===== src/rtl/debug_trace_module.sv =====
// Memory-mapped debug peripheral: NUM_CH debug channel registers plus a DEPTH-entry trace FIFO.
// Optional per-entry timestamps are enabled by defining DEBUG_TIMESTAMP_EN.
module debug_trace_module #(
  parameter int DATA_WIDTH = 32,
  parameter int NUM_CH     = 4,
  parameter int DEPTH      = 16,
  parameter int TS_WIDTH   = 32
) (
  input  logic        clk,
  input  logic        rst,
  input  logic [7:0]  address,
  input  logic [31:0] write_data,
  output logic [31:0] read_data,
  input  logic        we,
  input  logic        re,
  output logic [7:0]  debug_out,
  output logic        trace_nempty,
  output logic        trace_full
);

  localparam int AW = (DEPTH > 1) ? $clog2(DEPTH) : 1;
  localparam int CW = AW + 1;

  localparam logic [5:0] W_PUSH = 6'h10;
  localparam logic [5:0] W_POP  = 6'h11;
  localparam logic [5:0] W_STAT = 6'h12;
  localparam logic [5:0] W_CTRL = 6'h13;
  localparam logic [5:0] W_TS   = 6'h14;

  logic [5:0]            word;
  logic [DATA_WIDTH-1:0] ch  [NUM_CH];
  logic [DATA_WIDTH-1:0] mem [DEPTH];
  logic [AW-1:0]         wr_ptr, rd_ptr;
  logic [CW-1:0]         count;
  logic                  overflow, underflow;
  logic [2:0]            sel;
  logic                  wr_en, rd_en, is_full, is_empty;
  logic                  push_req, pop_req, ctrl_wr, do_push, do_pop;
  logic                  fifo_clr, flag_clr;
  logic [31:0]           ts_rd;
  logic                  unused_bits;

  function automatic logic [31:0] zext(input logic [DATA_WIDTH-1:0] v);
    logic [31:0] r;
    r = '0;
    r[DATA_WIDTH-1:0] = v;
    return r;
  endfunction

  assign word        = address[7:2];
  assign unused_bits = ^{address[1:0], write_data};

  // A simultaneous write wins the bus cycle; the read strobe is dropped.
  assign wr_en    = we;
  assign rd_en    = re & ~we;
  assign is_full  = (count == CW'(DEPTH));
  assign is_empty = (count == '0);
  assign push_req = wr_en && (word == W_PUSH);
  assign pop_req  = rd_en && (word == W_POP);
  assign ctrl_wr  = wr_en && (word == W_CTRL);
  assign do_push  = push_req && !is_full;
  assign do_pop   = pop_req && !is_empty;
  assign fifo_clr = ctrl_wr && write_data[0];
  assign flag_clr = ctrl_wr && write_data[1];

  assign trace_nempty = !is_empty;
  assign trace_full   = is_full;

  always_ff @(posedge clk or posedge rst) begin
    if (rst) begin
      for (int unsigned n = 0; n < NUM_CH; n++) ch[n] <= '0;
      sel <= '0;
    end else if (wr_en) begin
      for (int unsigned n = 0; n < NUM_CH; n++)
        if (word == 6'(n)) ch[n] <= write_data[DATA_WIDTH-1:0];
      if (ctrl_wr) sel <= write_data[6:4];
    end
  end

  always_ff @(posedge clk or posedge rst) begin
    if (rst) begin
      wr_ptr <= '0;
      rd_ptr <= '0;
      count  <= '0;
    end else if (fifo_clr) begin
      wr_ptr <= '0;
      rd_ptr <= '0;
      count  <= '0;
    end else if (do_push) begin
      wr_ptr <= wr_ptr + AW'(1);
      count  <= count + CW'(1);
    end else if (do_pop) begin
      rd_ptr <= rd_ptr + AW'(1);
      count  <= count - CW'(1);
    end
  end

  always_ff @(posedge clk or posedge rst) begin
    if (rst) begin
      overflow  <= 1'b0;
      underflow <= 1'b0;
    end else if (flag_clr) begin
      overflow  <= 1'b0;
      underflow <= 1'b0;
    end else begin
      if (push_req && is_full)  overflow  <= 1'b1;
      if (pop_req && is_empty) underflow <= 1'b1;
    end
  end

  // Storage is not reset: emptiness is tracked solely by count.
  always_ff @(posedge clk) begin
    if (do_push) mem[wr_ptr] <= write_data[DATA_WIDTH-1:0];
  end

`ifdef DEBUG_TIMESTAMP_EN
  logic [TS_WIDTH-1:0] ts_cnt, ts_latched;
  logic [TS_WIDTH-1:0] ts_mem [DEPTH];

  always_ff @(posedge clk or posedge rst) begin
    if (rst) begin
      ts_cnt     <= '0;
      ts_latched <= '0;
    end else begin
      ts_cnt <= ts_cnt + TS_WIDTH'(1);
      if (do_pop) ts_latched <= ts_mem[rd_ptr];
    end
  end

  always_ff @(posedge clk) begin
    if (do_push) ts_mem[wr_ptr] <= ts_cnt;
  end

  always_comb begin
    ts_rd = '0;
    ts_rd[TS_WIDTH-1:0] = ts_latched;
  end
`else
  assign ts_rd = '0;
`endif

  always_comb begin
    read_data = '0;
    if (word < 6'h10) begin
      for (int unsigned n = 0; n < NUM_CH; n++)
        if (word == 6'(n)) read_data = zext(ch[n]);
    end else begin
      case (word)
        W_POP:  if (!is_empty) read_data = zext(mem[rd_ptr]);
        W_STAT: begin
          read_data[0]        = is_empty;
          read_data[1]        = is_full;
          read_data[2]        = overflow;
          read_data[3]        = underflow;
          read_data[8 +: CW]  = count;
        end
        W_CTRL: read_data[6:4] = sel;
        W_TS:   read_data = ts_rd;
        default: read_data = '0;
      endcase
    end
  end

  always_comb begin
    logic [31:0] sel_word;
    sel_word = '0;
    for (int unsigned n = 0; n < NUM_CH; n++)
      if (sel == 3'(n)) sel_word = zext(ch[n]);
    debug_out = sel_word[7:0];
  end

endmodule


===== config.mk =====
export PLATFORM = sky130hd
export DESIGN_NAME = debug_trace_module
export DESIGN_NICKNAME = d
export VERILOG_FILES = /design/src/rtl/debug_trace_module.sv
export SDC_FILE = /design/constraint.sdc
export NUM_CORES = 1
export LEC_CHECK = 0
export CAP_MARGIN = 20
export CORE_AREA = 2 2 263 265
export DETAILED_ROUTE_END_ITERATION = 10
export DIE_AREA = 0 0 265 267
export MAX_ROUTING_LAYER = met4
export SLEW_MARGIN = 30
export SYNTH_ARGS = -nofsm -noshare
export SYNTH_HDL_FRONTEND = slang
export SYNTH_SLANG_ARGS = --single-unit

===== constraint.sdc =====
create_clock -name clk -period 8.2 [get_ports clk]
set_input_delay 1.23 -clock clk [delete_from_list [all_inputs] [get_ports clk]]
set_output_delay 1.23 -clock clk [all_outputs]
set_load 0.02 [all_outputs]

==> results of run 1 <==
[power by group]
group	total [mW]	switching [mW]	internal [mW]
sequential	3.79	0.0944	3.70
combinational	0.588	0.304	0.284
clock	3.06	1.30	1.76
[per-stage QoR]
stage / setup slack (ns) / utilization (%) / power [mW] / instance area [um2]
3_5_place_dp: 2.52 / 42.3 / 4.45 / 28800
2_1_floorplan: 2.32 / - / 4.23 / 26900
6_report: 2.40 / 45.6 / 7.44 / 31000
3_3_place_gp: 2.18 / 42.3 / 4.43 / 28800
4_1_cts: 2.51 / 45.6 / 7.51 / 31000
5_1_grt: 2.30 / 45.6 / 7.71 / 31000
[cell families after synthesis]
| logic type | count (synthesis) |
|---|---|
| multiplexers | 354 |
| buffers and inverters | 106 |
| flip-flops | 658 |
| adder cells (fa/ha/maj) | 9 |
| AND/OR/NAND/NOR | 159 |
| XOR/XNOR | 9 |
| AO/OA/AOI/OAI | 202 |
[Yosys cell counts (all sizes together)]
master,count,share of area (%)
a211oi,2,0.10
a21boi,3,0.084
a21o,2,0.056
a21oi,51,0.96
a221oi,33,1.1
a222oi,19,0.71
a22oi,1,0.028
a2bb2oi,8,0.26
a41oi,1,0.033
and2,8,0.19
and3,3,0.070
and4b,1,0.037
buf,48,0.99
clkbuf,47,0.66
clkinv,1,0.014
dfrtp,146,14
edfxtp,512,57
fa,1,0.074
ha,8,0.37
inv,10,0.14
mux2,196,8.2
mux2i,60,2.2
mux4,98,8.2
nand2,25,0.35
nand3,9,0.17
nand3b,2,0.056
nand4,2,0.047
nand4bb,1,0.042
nor2,80,1.1
nor2b,13,0.30
nor3,5,0.11
nor4,5,0.12
nor4b,1,0.088
o211a,1,0.037
o211ai,1,0.028
o21ai,38,0.71
o22ai,20,0.47
o31ai,19,0.53
o32ai,3,0.098
or2,1,0.023
or3,1,0.023
or4,2,0.070
xnor2,3,0.098
xor2,6,0.20
[state kept, by name, summed over array words and instances, names as in the netlist]
name       flops
count          5
sel            3
mem          512
underflow      1
rd_ptr         4
overflow       1
ch           128
wr_ptr         4
[worst max path at each step]
stage | end | slack (ns) | cells past startpoint
after floorplan | mem[1][0] | 2.32 | 4
after global routing | read_data[31] | 2.30 | 7
after detailed placement | read_data[15] | 2.52 | 7
after global placement | read_data[15] | 2.18 | 7
after CTS | read_data[31] | 2.51 | 7
final | read_data[31] | 2.40 | 7
[critical path: stages]
cell and delay [ns]:
clkdlybuf4s50_1 0.58, nor2_4 0.16, buf_4 0.55, and2_4 0.66, a221oi_1 0.16, o22ai_1 0.48
clkdlybuf4s50_1 0.72
[routing by layer]
metal | share of wire [%] | global-route usage [%]
met4 | 2.1 | 5.71
met3 | 5.9 | 3.62
met1 | 44 | 25.2
met2 | 48 | 30.2
met5 | 0 | -
[final cells by class]
class / count / area share [%]
Sequential cell: 658 / 61.4
Multi-Input combinational cell: 733 / 24.2
Clock buffer: 96 / 6.20
Tap cell: 882 / 3.56
Timing Repair Buffer: 116 / 3.53
Clock inverter: 32 / 0.969
Inverter: 11 / 0.149
==> flow_summary.ini, run 1 <==
[synthesis]
synthXorXnorAreaFrac_pct = 0.293
synthCells = 1497
ys_warn_count = 0
synth_top_family_by_area = multiplexers
netlist_area_um2 = 26900
yosysSeqAreaShare_pct = 70.8
synth_compound_area_share_pct = 5.18
yosys.area_share.simple_pct = 2.82
synth_fp_nets = 1550
ys_ff_latch = 658
synth_cell_types = 55
avgSynthCellArea_um2 = 18.0
synthAdderAreaFrac_pct = 0.447
muxShareOfSynthArea_pct = 18.7

[sta]
timing.final.max_slew_violations = 0
setup_viol = 0
fin_skew_ns = 0.0250
setup_tns_ns = 0
hold_violations = 0
slew-limit-headroom_pct = 38.0
period_share_pct = 70.7
post-route-min-period_ns = 5.80
grt_setup_unrepaired = no
fmax_ghz = 0.172
whs_ns = 0.494
tightestPinTransition_ns = 0.927

[pwr]
p_per_area_nw_per_um2 = 240
leakagePower_nw = 10.5
irDropWorstVdd_uv = 137

[clock_network]
htreeDepth = 3
clk_latency_ns = 0.61
post_cts_resized = 0
cts_buffer_depth = 3
clock-sinks = 658
cts-root-buf = clkbuf_16
cts_buffers = 70
cts_setup_buffers = 0
ctsHoldBuffers = 0
path_clk_slew_ns = 0.06
cts_tree = done

[setup_path]
regToRegStartpoint = count[0]
path_max_fanout = 45
reg2reg_to = mem[5][16]
critPathKind = input port to output port
cp_data_required_time_ns = 6.97
crit_path_end_kind = output port
r2r_cells = 5
cp-startpoint = address[6]
rrSetupSlack_ns = 5.03
start_kind = input port
arrival_ns = 4.57

[flow_run]
cap_viol_max_count = 0

[final_layout]
finalNonFillerCells = 2528
mostFrequentLayoutCell = edfxtp_1
n_fill_cell = 5800
final_cell_mix = 512 x edfxtp_1, 186 x mux2_2, 142 x dfrtp_1, 98 x mux4_2, 82 x clkdlybuf4s50_1
final_nets = 1643
area_growth_pct = 15.4
drive_gt1_share_pct = 27.5
register_area_um2 = 19000
antenna_cells = 0
multi_input_comb_area_um2 = 7490

[worst_hold_path]
hp-class = register to register
holdPathStages = 1
min_delay_worst_endpoint = ch[120]
hp-start = ch[120]

[detailed_routing]
via_per_inst = 5.64
firstDrtPassIters = 5
drt_iter0_markers = 1264
wl_mm = 64.4
drcViolationCount = 0
wire_per_inst_um = 25.5
ant_nets = 0
via_count = 14265

[global_route]
gr-total-overflow = 0
groute.usage.overall_pct = 19.1
grt_pass1_wl_mm = 96.5
grt_antenna_before_repair = 1
grt_pass1_vias = 15062
grt_max_degree = 111

[outcome]
outcome = finished, final reports clean

[die]
die_w_um = 265
ios = 86
fp.dieH_um = 267
rows = 96
dieArea_um2 = 70800
start_util_pct = 39.5
core_region_area_um2 = 68000

[placed_design]
port-buffer-count = 83
place_hpwl_mm = 35.3
globalplace.congestion = 0.780
dp_cells = 2400
(Power assumes the default switching activity.)
==> run 2: changes to the inputs <==
clock period = 5.13 ns   (was 8.2 ns; I/O delays follow)
==> run 2 against run 1 <==
Effect of this change: hold slack improved by 0.0040 ns; combinational power up 62%; global-route usage increased by 0.29 points; sequential cell count unchanged; die area is the same; highest routed layer unchanged; sequential share of layout area decreased by 0.65 points; final cell count is 1.1% higher; via count up 1.9%; sequential power rose by 60%; non-clock buffer count grew 24.
==> flow_summary.ini, run 2 (same netlist as run 1, synthesis figures left out) <==
[outcome]
outcome = finished, final reports clean

[setup_path]
worst_path_most_repeated_cell = clkdlybuf4s50_1
cp_cell_sequence = clkdlybuf4s50_1 > nor4b_4 > o211a_1 > nand2_1 > a2bb2oi_1 > a21oi_1 > clkdlybuf4s50_1
cp_data_required_time_ns = 4.36
crit_path_end_kind = output port
arrival_ns = 3.73
critPathKind = input port to output port
regToRegStartpoint = count[0]
path_max_fanout = 8
cp-startpoint = address[3]
critPathSlowestCell = clkdlybuf4s50_1
start_kind = input port
cpPeakStageDelay_ns = 0.68

[final_layout]
reg_top3 = mem (512), ch (128), count (5)
final_nets = 1669
n_fill_cell = 5812
finalNonFillerCells = 2557
largest-register = mem
antenna_cells = 0
drive_gt1_share_pct = 28.4
largest_reg_flops = 512
mostFrequentLayoutCell = edfxtp_1
final_util_pct = 46.1
final_cell_mix = 512 x edfxtp_1, 186 x mux2_2, 142 x dfrtp_1, 98 x mux4_2, 82 x clkdlybuf4s50_1
area_growth_pct = 16.6

[worst_hold_path]
hp-start = ch[106]
hp-class = register to register

[pwr]
p_per_area_nw_per_um2 = 383
leakagePower_nw = 10.7
irDropWorstVdd_uv = 218
total_power_mw = 12.0

[placed_design]
port-buffer-count = 83
globalplace.congestion = 0.745
pre_cts_slack_ns = 0.618
place_hpwl_mm = 38.0
dp_cells = 2424

[clock_network]
cts_buffer_depth = 3
cts_tree = done
clk_latency_ns = 0.62
clock-sinks = 658
cts-root-buf = clkbuf_16
cts_buffers = 72
path_clk_slew_ns = 0.06
cts_setup_buffers = 0
post_cts_resized = 0
htreeDepth = 3
ctsHoldBuffers = 0

[global_route]
grt_pass1_vias = 15060
groute.usage.overall_pct = 19.4
gr-total-overflow = 0
grt_antenna_before_repair = 1
grt_pass1_wl_mm = 97.7
grt_max_degree = 77

[sta]
setup_tns_ns = 0
grt_setup_unrepaired = no
timing.final.max_slew_violations = 0
fmax_ghz = 0.222
setup_slack_ns = 0.629
slew-limit-headroom_pct = 36.1
setup_viol = 0
post-route-min-period_ns = 4.50
tightestPinTransition_ns = 0.956
period_share_pct = 87.7
hold_violations = 0
fin_skew_ns = 0.0256

[detailed_routing]
via_count = 14532
wl_mm = 65.8
firstDrtPassIters = 5
wire_per_inst_um = 25.8
drcViolationCount = 0
drt_iter0_markers = 1238
via_per_inst = 5.68
ant_nets = 0

[flow_run]
cap_viol_max_count = 0

[die]
ios = 86
core_region_area_um2 = 68000
fp.dieH_um = 267
start_util_pct = 39.5
die_w_um = 265
dieArea_um2 = 70800
rows = 96
[run 2: worst paths after layout]
check / endpoint / slack, ns / depth (start not counted)
min in group asynchronous: ch[71] / 0.68 / 2
worst min register to register: ch[106] / 0.50 / 1
max in group asynchronous: count[0] / 3.44 / 3
worst min-delay path: ch[106] / 0.50 / 1
worst max register to register: count[4] / 2.17 / 9
worst max-delay path: read_data[12] / 0.63 / 7
[run 2: area by class of cell]
cell class / instances / area, um2 / share of cell area, %
timing repair buffer: 140 / 1370 / 4.36
tap: 882 / 1100 / 3.52
multi-input combinational: 733 / 7470 / 23.8
inverter: 11 / 46.3 / 0.148
clock buffer: 109 / 2060 / 6.58
clock inverter: 24 / 238 / 0.759
sequential: 658 / 19000 / 60.8
[run 2: layer usage]
metal | part of all wire (%) | track usage (%)
met5 | 0 | -
met4 | 1.8 | 5.37
met3 | 6.3 | 2.89
met2 | 48 | 30.0
met1 | 44 | 26.8
[run 2: worst max-delay path: cells and delay by family]
family          cells  cell delay (ns)
buf+inv             2             1.22
compound gates      3             0.90
simple gates        2             0.83
[run 2: report_power, final]
part / switching (mW) / internal [mW]
sequential: 0.151 / 5.92
combinational: 0.490 / 0.460
clock: 2.05 / 2.94
[run 2: metrics by stage]
stage | area (um2) | hold slack, ns
2_1_floorplan | 26900 | 0.464
3_3_place_gp | 29000 | 0.474
3_5_place_dp | 29000 | 0.484
4_1_cts | 31300 | 0.500
5_1_grt | 31300 | 0.515
6_report | 31300 | 0.498
==> run 3: changes to the inputs <==
CTS_BUF_LIST = sky130_fd_sc_hd__clkbuf_16   (was default)
clock period = 5.4 ns   (was 5.13 ns; I/O delays follow)
==> run 3 against run 2 <==
Effect of this change: total power shrank 6.4%; largest power group unchanged; clock skew grew 0.0027 ns; die area is the same; critical path depth shrank 1; sequential share of layout area grew 0.31 points; sequential power shrank 5.1%; wire length shrank 1.1%; combinational power shrank 5.5%; global-route usage is essentially flat; non-clock buffer count grew 1; final cell count shrank 0.20%.
==> flow_summary.ini, run 3 (same netlist as run 1, synthesis figures left out) <==
[final_layout]
largest-register = mem
reg_top3 = mem (512), ch (128), count (5)
area_growth_pct = 16.0
final_cell_mix = 512 x edfxtp_1, 186 x mux2_2, 142 x dfrtp_1, 98 x mux4_2, 82 x clkdlybuf4s50_1
final_nets = 1668
design_area_um2 = 31200
largest_reg_flops = 512
drive_gt1_share_pct = 28.0
final_util_pct = 45.8
mostFrequentLayoutCell = edfxtp_1

[pwr]
leakagePower_nw = 10.7
irDropWorstVdd_uv = 186
p_per_area_nw_per_um2 = 361

[clock_network]
path_clk_slew_ns = 0.06
cts_buffer_depth = 3
cts_tree = done
clk_latency_ns = 0.61
post_cts_resized = 0
cts_setup_buffers = 0
ctsHoldBuffers = 0
clock-sinks = 658
cts_buffers = 70
htreeDepth = 3
cts-root-buf = clkbuf_16

[setup_path]
critPathKind = register to output port
cp.buffers_inverters = 2
critPathTopFamily = buffers and inverters
start_kind = register
arrival_ns = 3.98
path_max_fanout = 36
cp_data_required_time_ns = 4.59
cp_cell_sequence = buf_4 > mux4_2 > and3_1 > a211oi_1 > o22ai_1 > clkdlybuf4s50_1
cpPeakStageDelay_ns = 0.88
crit_path_end_kind = output port
critPathSlowestCell = dfrtp_4

[placed_design]
place_hpwl_mm = 37.9
placed_area_um2 = 29000
globalplace.congestion = 0.769
port-buffer-count = 83

[sta]
slew-limit-headroom_pct = 33.4
post-route-min-period_ns = 4.79
fin_skew_ns = 0.0283
setup_viol = 0
period_share_pct = 88.7
hold_violations = 0
tightestPinTransition_ns = 0.997
timing.final.max_slew_violations = 0
fmax_ghz = 0.209
grt_setup_unrepaired = no

[die]
fp.dieH_um = 267
ios = 86
die_w_um = 265
rows = 96
core_region_area_um2 = 68000
dieArea_um2 = 70800
start_util_pct = 39.5

[detailed_routing]
wl_mm = 65.1
wire_per_inst_um = 25.5
drcViolationCount = 0
met1_length_mm = 28.1
met2_length_mm = 31.7
dr.max_layer_used = met4
drt_iter0_markers = 1261
ant_nets = 0
via_per_inst = 5.64
via_count = 14396
dr_wl_met3_mm = 3.67
firstDrtPassIters = 8

[global_route]
grt_pass1_wl_mm = 97.8
gr-total-overflow = 0
groute.usage.overall_pct = 19.3
grt_pass1_vias = 15082
grt_antenna_before_repair = 2
grt_max_degree = 91

[worst_hold_path]
hp-class = register to register

[flow_run]
cap_viol_max_count = 0

[outcome]
outcome = finished, final reports clean
==> run 3: changes by cell type in the layout (fill, tap and decap cells not counted), sizes merged <==
cell,before,now
clkbuf,109,73
diode,0,1
clkinvlp,0,1
buf,58,59
bufinv,3,4
clkinv,20,24
inv,12,35
==> run 3: power breakdown <==
group          total, mW  internal [mW]  switching (mW)
registers           5.76           5.62           0.147
clock network       4.58           2.64            1.94
logic              0.898          0.440           0.458
total               11.2           8.70            2.55
==> run 3: stage by stage <==
stage | cells | hold WS, ns | setup WS (ns) | total power, mW | TNS (ns)
after CTS | 2551 | 0.499 | 0.618 | 11.4 | 0
after global placement | 2425 | 0.474 | 0.833 | 6.75 | 0
after detailed placement | 2425 | 0.486 | 0.813 | 6.77 | 0
final | 2552 | 0.494 | 0.609 | 11.2 | 0
after global routing | 2552 | 0.515 | 0.507 | 11.7 | 0
after floorplan | 1497 | 0.464 | -0.0616 | 6.43 | -7.88
==> run 3: cell type report <==
class                           instances  area [um2]
Clock buffer                           73        1830
Sequential cell                       658       19000
Fill cell                            5812       36800
Antenna cell                            1        2.50
Timing Repair Buffer                  141        1320
Clock inverter                         53         352
Multi-Input combinational cell        733        7470
Inverter                               11        46.3
Tap cell                              882        1100
==> run 3: worst paths after layout <==
check                               start       endpoint  slack (ns)  cells past startpoint
worst min-delay path              ch[113]        ch[113]        0.49                      1
worst max-delay path            rd_ptr[2]  read_data[31]        0.61                      6
min in group asynchronous             rst         ch[30]        0.70                      2
worst max register to register   count[0]    mem[10][20]        2.53                      5
worst min register to register    ch[113]        ch[113]        0.49                      1
max in group asynchronous             rst         ch[83]        3.65                      3
==> run 3: metal layers <==
layer | vias up | global-route usage [%]
met3 | 98 | 2.91
met2 | 428 | 30.9
met5 | - | -
met4 | 0 | 6.25
met1 | 7639 | 25.5
li1 | 6231 | -
